### src/rtl/saturn_bus_master.sv
// saturn_bus_master
//
// Nibble-serial bus master for a Saturn-style core. A request names a pointer (PC or DP), a
// direction, a start nibble address and a nibble count. The master keeps a shadow copy of each
// slave-side pointer and of the last transfer command it issued, so it only sends LOAD_x plus
// five address nibbles when the slave pointer is wrong, and only sends a transfer command when
// the slave is not already in the required mode.
//
// Ports:
//   i_clk            rising-edge clock
//   i_reset_n        asynchronous active-low reset
//   i_clk_en         cycle qualifier; all state advances only when 1
//   i_req_valid      core request valid
//   o_req_ready      master idle; request accepted when valid, ready and i_clk_en
//   i_req_is_dp      0 = PC pointer, 1 = DP pointer
//   i_req_write      0 = read, 1 = write
//   i_req_addr       start nibble address
//   i_req_len        nibble count, 0 means 16
//   i_req_wr_data    write nibble k in bits [4k+3:4k]
//   o_rd_data        read nibble
//   o_rd_valid       one-cycle pulse per read nibble
//   o_rd_last        with o_rd_valid, marks the final nibble
//   o_bus_clk_en     bus strobe
//   o_bus_is_data    0 = command nibble, 1 = data/address nibble
//   o_bus_nibble_out nibble driven to the slaves
//   i_bus_nibble_in  nibble returned by the selected slave

module saturn_bus_master (
    input  logic        i_clk,
    input  logic        i_reset_n,
    input  logic        i_clk_en,
    input  logic        i_req_valid,
    output logic        o_req_ready,
    input  logic        i_req_is_dp,
    input  logic        i_req_write,
    input  logic [19:0] i_req_addr,
    input  logic [3:0]  i_req_len,
    input  logic [63:0] i_req_wr_data,
    output logic [3:0]  o_rd_data,
    output logic        o_rd_valid,
    output logic        o_rd_last,
    output logic        o_bus_clk_en,
    output logic        o_bus_is_data,
    output logic [3:0]  o_bus_nibble_out,
    input  logic [3:0]  i_bus_nibble_in
);

    // Shared bus command codes. Transfer commands are {2'b00, write, is_dp} and load
    // commands are {3'b010, is_dp}, which the encoders below rely on.
    localparam logic [3:0] CMD_PC_READ  = 4'h0;
    localparam logic [3:0] CMD_DP_READ  = 4'h1;
    localparam logic [3:0] CMD_PC_WRITE = 4'h2;
    localparam logic [3:0] CMD_DP_WRITE = 4'h3;
    localparam logic [3:0] CMD_LOAD_PC  = 4'h4;
    localparam logic [3:0] CMD_LOAD_DP  = 4'h5;

    typedef enum logic [2:0] {
        StIdle,
        StLoadCmd,
        StAddr,
        StXferCmd,
        StData,
        StDrain
    } state_e;

    state_e      state_q, state_d;
    logic        is_dp_q, is_dp_d;
    logic        write_q, write_d;
    logic [19:0] addr_q, addr_d;
    logic [3:0]  len_q, len_d;
    logic [63:0] wr_data_q, wr_data_d;
    logic [3:0]  cnt_q, cnt_d;
    logic [19:0] pc_shadow_q, pc_shadow_d;
    logic        pc_valid_q, pc_valid_d;
    logic [19:0] dp_shadow_q, dp_shadow_d;
    logic        dp_valid_q, dp_valid_d;
    logic [3:0]  last_cmd_q, last_cmd_d;
    logic        last_cmd_valid_q, last_cmd_valid_d;
    logic        rd_pend_q, rd_pend_d;
    logic        rd_last_q, rd_last_d;

    logic        strobe;
    logic        bus_is_data;
    logic [3:0]  bus_nib;
    logic        req_hit;
    logic [3:0]  req_xfer_cmd;
    logic [3:0]  load_cmd;
    logic [3:0]  xfer_cmd;
    logic [4:0]  len_ext;
    logic [19:0] end_addr;
    logic        data_last;

    assign req_hit      = i_req_is_dp ? (dp_valid_q && dp_shadow_q == i_req_addr)
                                      : (pc_valid_q && pc_shadow_q == i_req_addr);
    assign req_xfer_cmd = i_req_is_dp ? (i_req_write ? CMD_DP_WRITE : CMD_DP_READ)
                                      : (i_req_write ? CMD_PC_WRITE : CMD_PC_READ);
    assign load_cmd     = is_dp_q ? CMD_LOAD_DP : CMD_LOAD_PC;
    assign xfer_cmd     = {2'b00, write_q, is_dp_q};
    assign len_ext      = (len_q == 4'd0) ? 5'd16 : {1'b0, len_q};
    // 20-bit add wraps naturally past 0xFFFFF.
    assign end_addr     = addr_q + 20'(len_ext);
    // len 0 means 16, so the last data index is len-1 in 4-bit arithmetic.
    assign data_last    = (cnt_q == len_q - 4'd1);

    always_comb begin
        state_d          = state_q;
        is_dp_d          = is_dp_q;
        write_d          = write_q;
        addr_d           = addr_q;
        len_d            = len_q;
        wr_data_d        = wr_data_q;
        cnt_d            = cnt_q;
        pc_shadow_d      = pc_shadow_q;
        pc_valid_d       = pc_valid_q;
        dp_shadow_d      = dp_shadow_q;
        dp_valid_d       = dp_valid_q;
        last_cmd_d       = last_cmd_q;
        last_cmd_valid_d = last_cmd_valid_q;
        // A pending read capture is consumed on the very next enabled cycle.
        rd_pend_d        = 1'b0;
        rd_last_d        = 1'b0;
        strobe           = 1'b0;
        bus_is_data      = 1'b0;
        bus_nib          = 4'h0;

        unique case (state_q)
            StIdle: begin
                if (i_req_valid) begin
                    is_dp_d   = i_req_is_dp;
                    write_d   = i_req_write;
                    addr_d    = i_req_addr;
                    len_d     = i_req_len;
                    wr_data_d = i_req_wr_data;
                    cnt_d     = 4'd0;
                    if (!req_hit) begin
                        state_d = StLoadCmd;
                    end else if (last_cmd_valid_q && last_cmd_q == req_xfer_cmd) begin
                        state_d = StData;
                    end else begin
                        state_d = StXferCmd;
                    end
                end
            end
            StLoadCmd: begin
                strobe  = 1'b1;
                bus_nib = load_cmd;
                cnt_d   = 4'd0;
                state_d = StAddr;
            end
            StAddr: begin
                strobe      = 1'b1;
                bus_is_data = 1'b1;
                bus_nib     = addr_q[{cnt_q[2:0], 2'b00} +: 4];
                cnt_d       = cnt_q + 4'd1;
                if (cnt_q == 4'd4) begin
                    cnt_d = 4'd0;
                    if (write_q) begin
                        state_d = StXferCmd;
                    end else begin
                        // The slave drops into read mode by itself after a pointer load.
                        last_cmd_d       = xfer_cmd;
                        last_cmd_valid_d = 1'b1;
                        state_d          = StData;
                    end
                end
            end
            StXferCmd: begin
                strobe           = 1'b1;
                bus_nib          = xfer_cmd;
                last_cmd_d       = xfer_cmd;
                last_cmd_valid_d = 1'b1;
                cnt_d            = 4'd0;
                state_d          = StData;
            end
            StData: begin
                strobe      = 1'b1;
                bus_is_data = 1'b1;
                bus_nib     = write_q ? wr_data_q[{cnt_q, 2'b00} +: 4] : 4'h0;
                cnt_d       = cnt_q + 4'd1;
                if (!write_q) begin
                    rd_pend_d = 1'b1;
                    rd_last_d = data_last;
                end
                if (data_last) begin
                    if (write_q) begin
                        state_d = StIdle;
                        if (is_dp_q) begin
                            dp_shadow_d = end_addr;
                            dp_valid_d  = 1'b1;
                        end else begin
                            pc_shadow_d = end_addr;
                            pc_valid_d  = 1'b1;
                        end
                    end else begin
                        state_d = StDrain;
                    end
                end
            end
            StDrain: begin
                // No strobe: this cycle only exists to capture the final read nibble.
                state_d = StIdle;
                if (is_dp_q) begin
                    dp_shadow_d = end_addr;
                    dp_valid_d  = 1'b1;
                end else begin
                    pc_shadow_d = end_addr;
                    pc_valid_d  = 1'b1;
                end
            end
            default: state_d = StIdle;
        endcase
    end

    always_ff @(posedge i_clk or negedge i_reset_n) begin
        if (!i_reset_n) begin
            state_q          <= StIdle;
            is_dp_q          <= 1'b0;
            write_q          <= 1'b0;
            addr_q           <= 20'h0;
            len_q            <= 4'h0;
            wr_data_q        <= 64'h0;
            cnt_q            <= 4'h0;
            pc_shadow_q      <= 20'h0;
            pc_valid_q       <= 1'b0;
            dp_shadow_q      <= 20'h0;
            dp_valid_q       <= 1'b0;
            last_cmd_q       <= 4'h0;
            last_cmd_valid_q <= 1'b0;
            rd_pend_q        <= 1'b0;
            rd_last_q        <= 1'b0;
        end else if (i_clk_en) begin
            state_q          <= state_d;
            is_dp_q          <= is_dp_d;
            write_q          <= write_d;
            addr_q           <= addr_d;
            len_q            <= len_d;
            wr_data_q        <= wr_data_d;
            cnt_q            <= cnt_d;
            pc_shadow_q      <= pc_shadow_d;
            pc_valid_q       <= pc_valid_d;
            dp_shadow_q      <= dp_shadow_d;
            dp_valid_q       <= dp_valid_d;
            last_cmd_q       <= last_cmd_d;
            last_cmd_valid_q <= last_cmd_valid_d;
            rd_pend_q        <= rd_pend_d;
            rd_last_q        <= rd_last_d;
        end
    end

    assign o_req_ready      = (state_q == StIdle);
    assign o_bus_clk_en     = i_clk_en & strobe;
    assign o_bus_is_data    = o_bus_clk_en & bus_is_data;
    assign o_bus_nibble_out = o_bus_clk_en ? bus_nib : 4'h0;
    // The slave answers during the enabled cycle after a read strobe; pass it straight through.
    assign o_rd_valid       = i_clk_en & rd_pend_q;
    assign o_rd_last        = o_rd_valid & rd_last_q;
    assign o_rd_data        = o_rd_valid ? i_bus_nibble_in : 4'h0;

endmodule

### config.mk
export PLATFORM = sky130hd
export DESIGN_NAME = saturn_bus_master
export DESIGN_NICKNAME = d
export VERILOG_FILES = /design/src/rtl/saturn_bus_master.sv
export SDC_FILE = /design/constraint.sdc
export NUM_CORES = 1
export LEC_CHECK = 0
export ABC_CLOCK_PERIOD_IN_PS = 5100
export CORE_MARGIN = 2
export CORE_UTILIZATION = 45
export CTS_BUF_LIST = sky130_fd_sc_hd__clkbuf_2 sky130_fd_sc_hd__clkbuf_4 sky130_fd_sc_hd__clkbuf_8
export DETAILED_ROUTE_END_ITERATION = 7
export PLACE_DENSITY = 0.68
export SYNTH_ARGS = -nofsm -noshare
export SYNTH_HDL_FRONTEND = slang
export SYNTH_SLANG_ARGS = --single-unit
### constraint.sdc
create_clock -name i_clk -period 5.1 [get_ports i_clk]
set_input_delay 0.765 -clock i_clk [delete_from_list [all_inputs] [get_ports i_clk]]
set_output_delay 0.765 -clock i_clk [all_outputs]
set_load 0.1 [all_outputs]
==> impl_metrics.tcl <==
set metrics [dict create \
    clockBufferDepth 2 \
    synth_edf_count 0 \
    insertion_delay_ns 0.46 \
    routedWlPerCell_um 19.2 \
    nFillCells 1365 \
    multi_input_area_mm2 0.00367 \
    layout_min_cycle_time_ns 4.07 \
    post_cts_resized 0 \
    finalHoldViolations 0 \
    utilization_pct 55.9 \
    fmax_ghz 0.246 \
    seq_area_mm2 0.00360 \
    grt_pass1_vias 5213 \
    ios 111 \
    cp.arrival_ns 3.30 \
    relSlewSlack_pct 29.0 \
    synth_common_cells "dfrtp_1 (144), mux2_2 (111), xor2_1 (42)" \
    path_max_fanout 19 \
    io_buffers 110 \
    synth_warnings 0 \
    yosys.area.top_type "dfrtp_1" \
    fin_crit_sh_pct 79.7 \
    clock-root-buffer "clkbuf_8" \
    yosysMostFrequentCell "dfrtp_1" \
    ir_worst_vdd_mv 0.211 \
    vias 4945 \
    antenna_found_initial 0 \
    synth_area_per_cell_um2 13.1 \
    layout.nets 787 \
    core-area_mm2 0.0165 \
    grt_use_total_pct 20.8 \
    grt_pass1_wl_um 28200 \
    fp.dieW_um 133 \
    cts_tree "yes" \
    setup_slack_ns 1.03 \
    pre_cts_ws_ns 1.44 \
    rsz0062_at_grt "false" \
    leakage_nw 4.16 \
    postCtsHoldBufs 0 \
    synth-seq-area-share_pct 47.8 \
    final-setup-viol-count 0 \
    viasPerCell 5.42 \
    ys.flop_type "dfrtp_1" \
    start_kind "register" \
    path_clk_slew_ns 0.08 \
    dp_cells 881 \
    synth_nets 684 \
    grt_remaining_overflow 0 \
    cts_setup_buffers 0 \
    antenna_cells 0 \
    h-tree-depth 4 \
    yosysUniqueCellTypes 57 \
    dr.pass1.iters 4 \
    slew_viol_final 0 \
    grt_max_degree 101 \
    initial_core_util_pct 45.7 \
    fin_skew_ns 0.0156 \
    layout-drive-gt1-share_pct 28.7 \
    status "completed" \
    final_cell_area_mm2 0.00920 \
    detail-route-antenna-nets 0 \
    rows 47 \
    wl_um 17500 \
    syn-instance-count 577 \
    yosys-top-cells-area "dfrtp_1 (48%), mux2_2 (17%), mux4_2 (6.0%)" \
    worst_pin_slew_ns 1.06 \
    hold_path.class "in2async" \
    drc 0 \
    hpwl_um 12900 \
    die_height_um 133 \
    tns_ns 0 \
    placed_area_mm2 0.00874 \
    ys_ff_latch 144 \
    gp_congestion 0.896 \
    netlist.area_leader.share_pct 47.8 \
    power.density_mw_per_mm2 477 \
    critPathKind "reg2out" \
    drt_iter0_drc 339 \
    async_flop_share_pct 100 \
    required_ns 4.34 \
    layout.cells.non_filler 913 \
    maxCapViolations 0 \
    syn_area_mm2 0.00753 \
    syn_to_final_growth_pct 22.1 \
    endpoint_kind "primary output" \
    cts_buffers 17 \
    die-area_mm2 0.0178 \
    clkSinkCount 144 \
]
## critical path, cell delays in order (launching register included)
cell and delay, ns:
dfrtp_1 0.98, buf_4 0.35, mux4_2 0.52, mux4_1 0.56
inv_1 0.09, o22ai_1 0.10, buf_4 0.25
## registers in the layout, indices dropped and copies added, names as in the netlist
register / count
state_q: 3
dp_shadow_q: 20
dp_valid_q: 1
addr_q: 20
pc_shadow_q: 20
last_cmd_valid_q: 1
rd_pend_q: 1
last_cmd_q: 2
cnt_q: 4
write_q: 1
pc_valid_q: 1
wr_data_q: 64
len_q: 4
is_dp_q: 1
rd_last_q: 1
## metrics by stage
| stage | power (mW) | hold WS, ns |
|---|---|---|
| 2_1_floorplan | 2.95 | 0.430 |
| 3_3_place_gp | 3.34 | 0.447 |
| 3_5_place_dp | 3.40 | 0.445 |
| 4_1_cts | 4.43 | 0.440 |
| 5_1_grt | 4.65 | 0.475 |
| 6_report | 4.39 | 0.429 |
## power breakdown
| group | internal [mW] | leakage, nW | switching (mW) |
|---|---|---|---|
| logic | 0.825 | 2.03 | 0.623 |
| registers | 1.51 | 1.91 | 0.409 |
| clock network | 0.574 | 0.225 | 0.444 |
## cells in the final DEF, fill, tap and decap left out, types with 7 or more instances in the layout
master             n
clkbuf_8          20
nor2_1            22
nand2_1           15
inv_1             18
o21ai_0           13
mux2_4            14
xor2_1            42
nand3_1           11
xnor2_1           21
mux2_2           111
ha_1               8
dfrtp_1          144
nor4_1             8
a21oi_1           15
mux4_2            20
buf_4             11
clkdlybuf4s50_1  103
nand2b_1           7
## worst paths after layout
kind / end / cells after the start / from / slack [ns]
worst max-delay path: o_bus_nibble_out[0] / 6 / cnt_q[0]$_DFFE_PN0P_ / 1.03
worst min-delay path: dp_shadow_q[8]$_DFFE_PN0P_ / 1 / i_reset_n / 0.43
worst max register to register: state_q[2]$_DFFE_PN0P_ / 8 / cnt_q[1]$_DFFE_PN0P_ / 2.16
worst min register to register: last_cmd_valid_q$_DFFE_PN0P_ / 1 / last_cmd_valid_q$_DFFE_PN0P_ / 0.47
max in group asynchronous: wr_data_q[42]$_DFFE_PN0P_ / 2 / i_reset_n / 3.55
min in group i_clk: last_cmd_valid_q$_DFFE_PN0P_ / 1 / last_cmd_valid_q$_DFFE_PN0P_ / 0.47
## final cells by class
cell class                 count  area share (%)
clock buffer                  20            2.99
inverter                      18           0.734
sequential                   144            39.2
multi-input combinational    384            39.9
timing repair buffer         115            12.2
tap                          220            2.99
clock inverter                12            1.96
## per-layer routing
layer | share of wire, % | up-vias | GRT usage [%]
li1 | - | 2280 | -
met1 | 45 | 2488 | 28.7
met2 | 48 | 156 | 33.2
met3 | 4.8 | 21 | 4.49
met4 | 1.8 | 0 | 6.68
met5 | 0 | - | 0
## cell families (layout without fill, tap and decap cells)
| logic type | count (synthesis) | after routing | share of synthesized area [%] |
|---|---|---|---|
| AO/OA/AOI/OAI | 58 | 58 | 5.22 |
| XOR/XNOR | 64 | 64 | 7.64 |
| adder cells (fa/ha/maj) | 9 | 9 | 1.60 |
| buffers and inverters | 49 | 165 | 3.49 |
| flip-flops | 144 | 144 | 47.8 |
| multiplexers | 151 | 151 | 26.8 |
| AND/OR/NAND/NOR | 102 | 102 | 7.39 |
No activity file was read; power rests on OpenSTA's default activity.
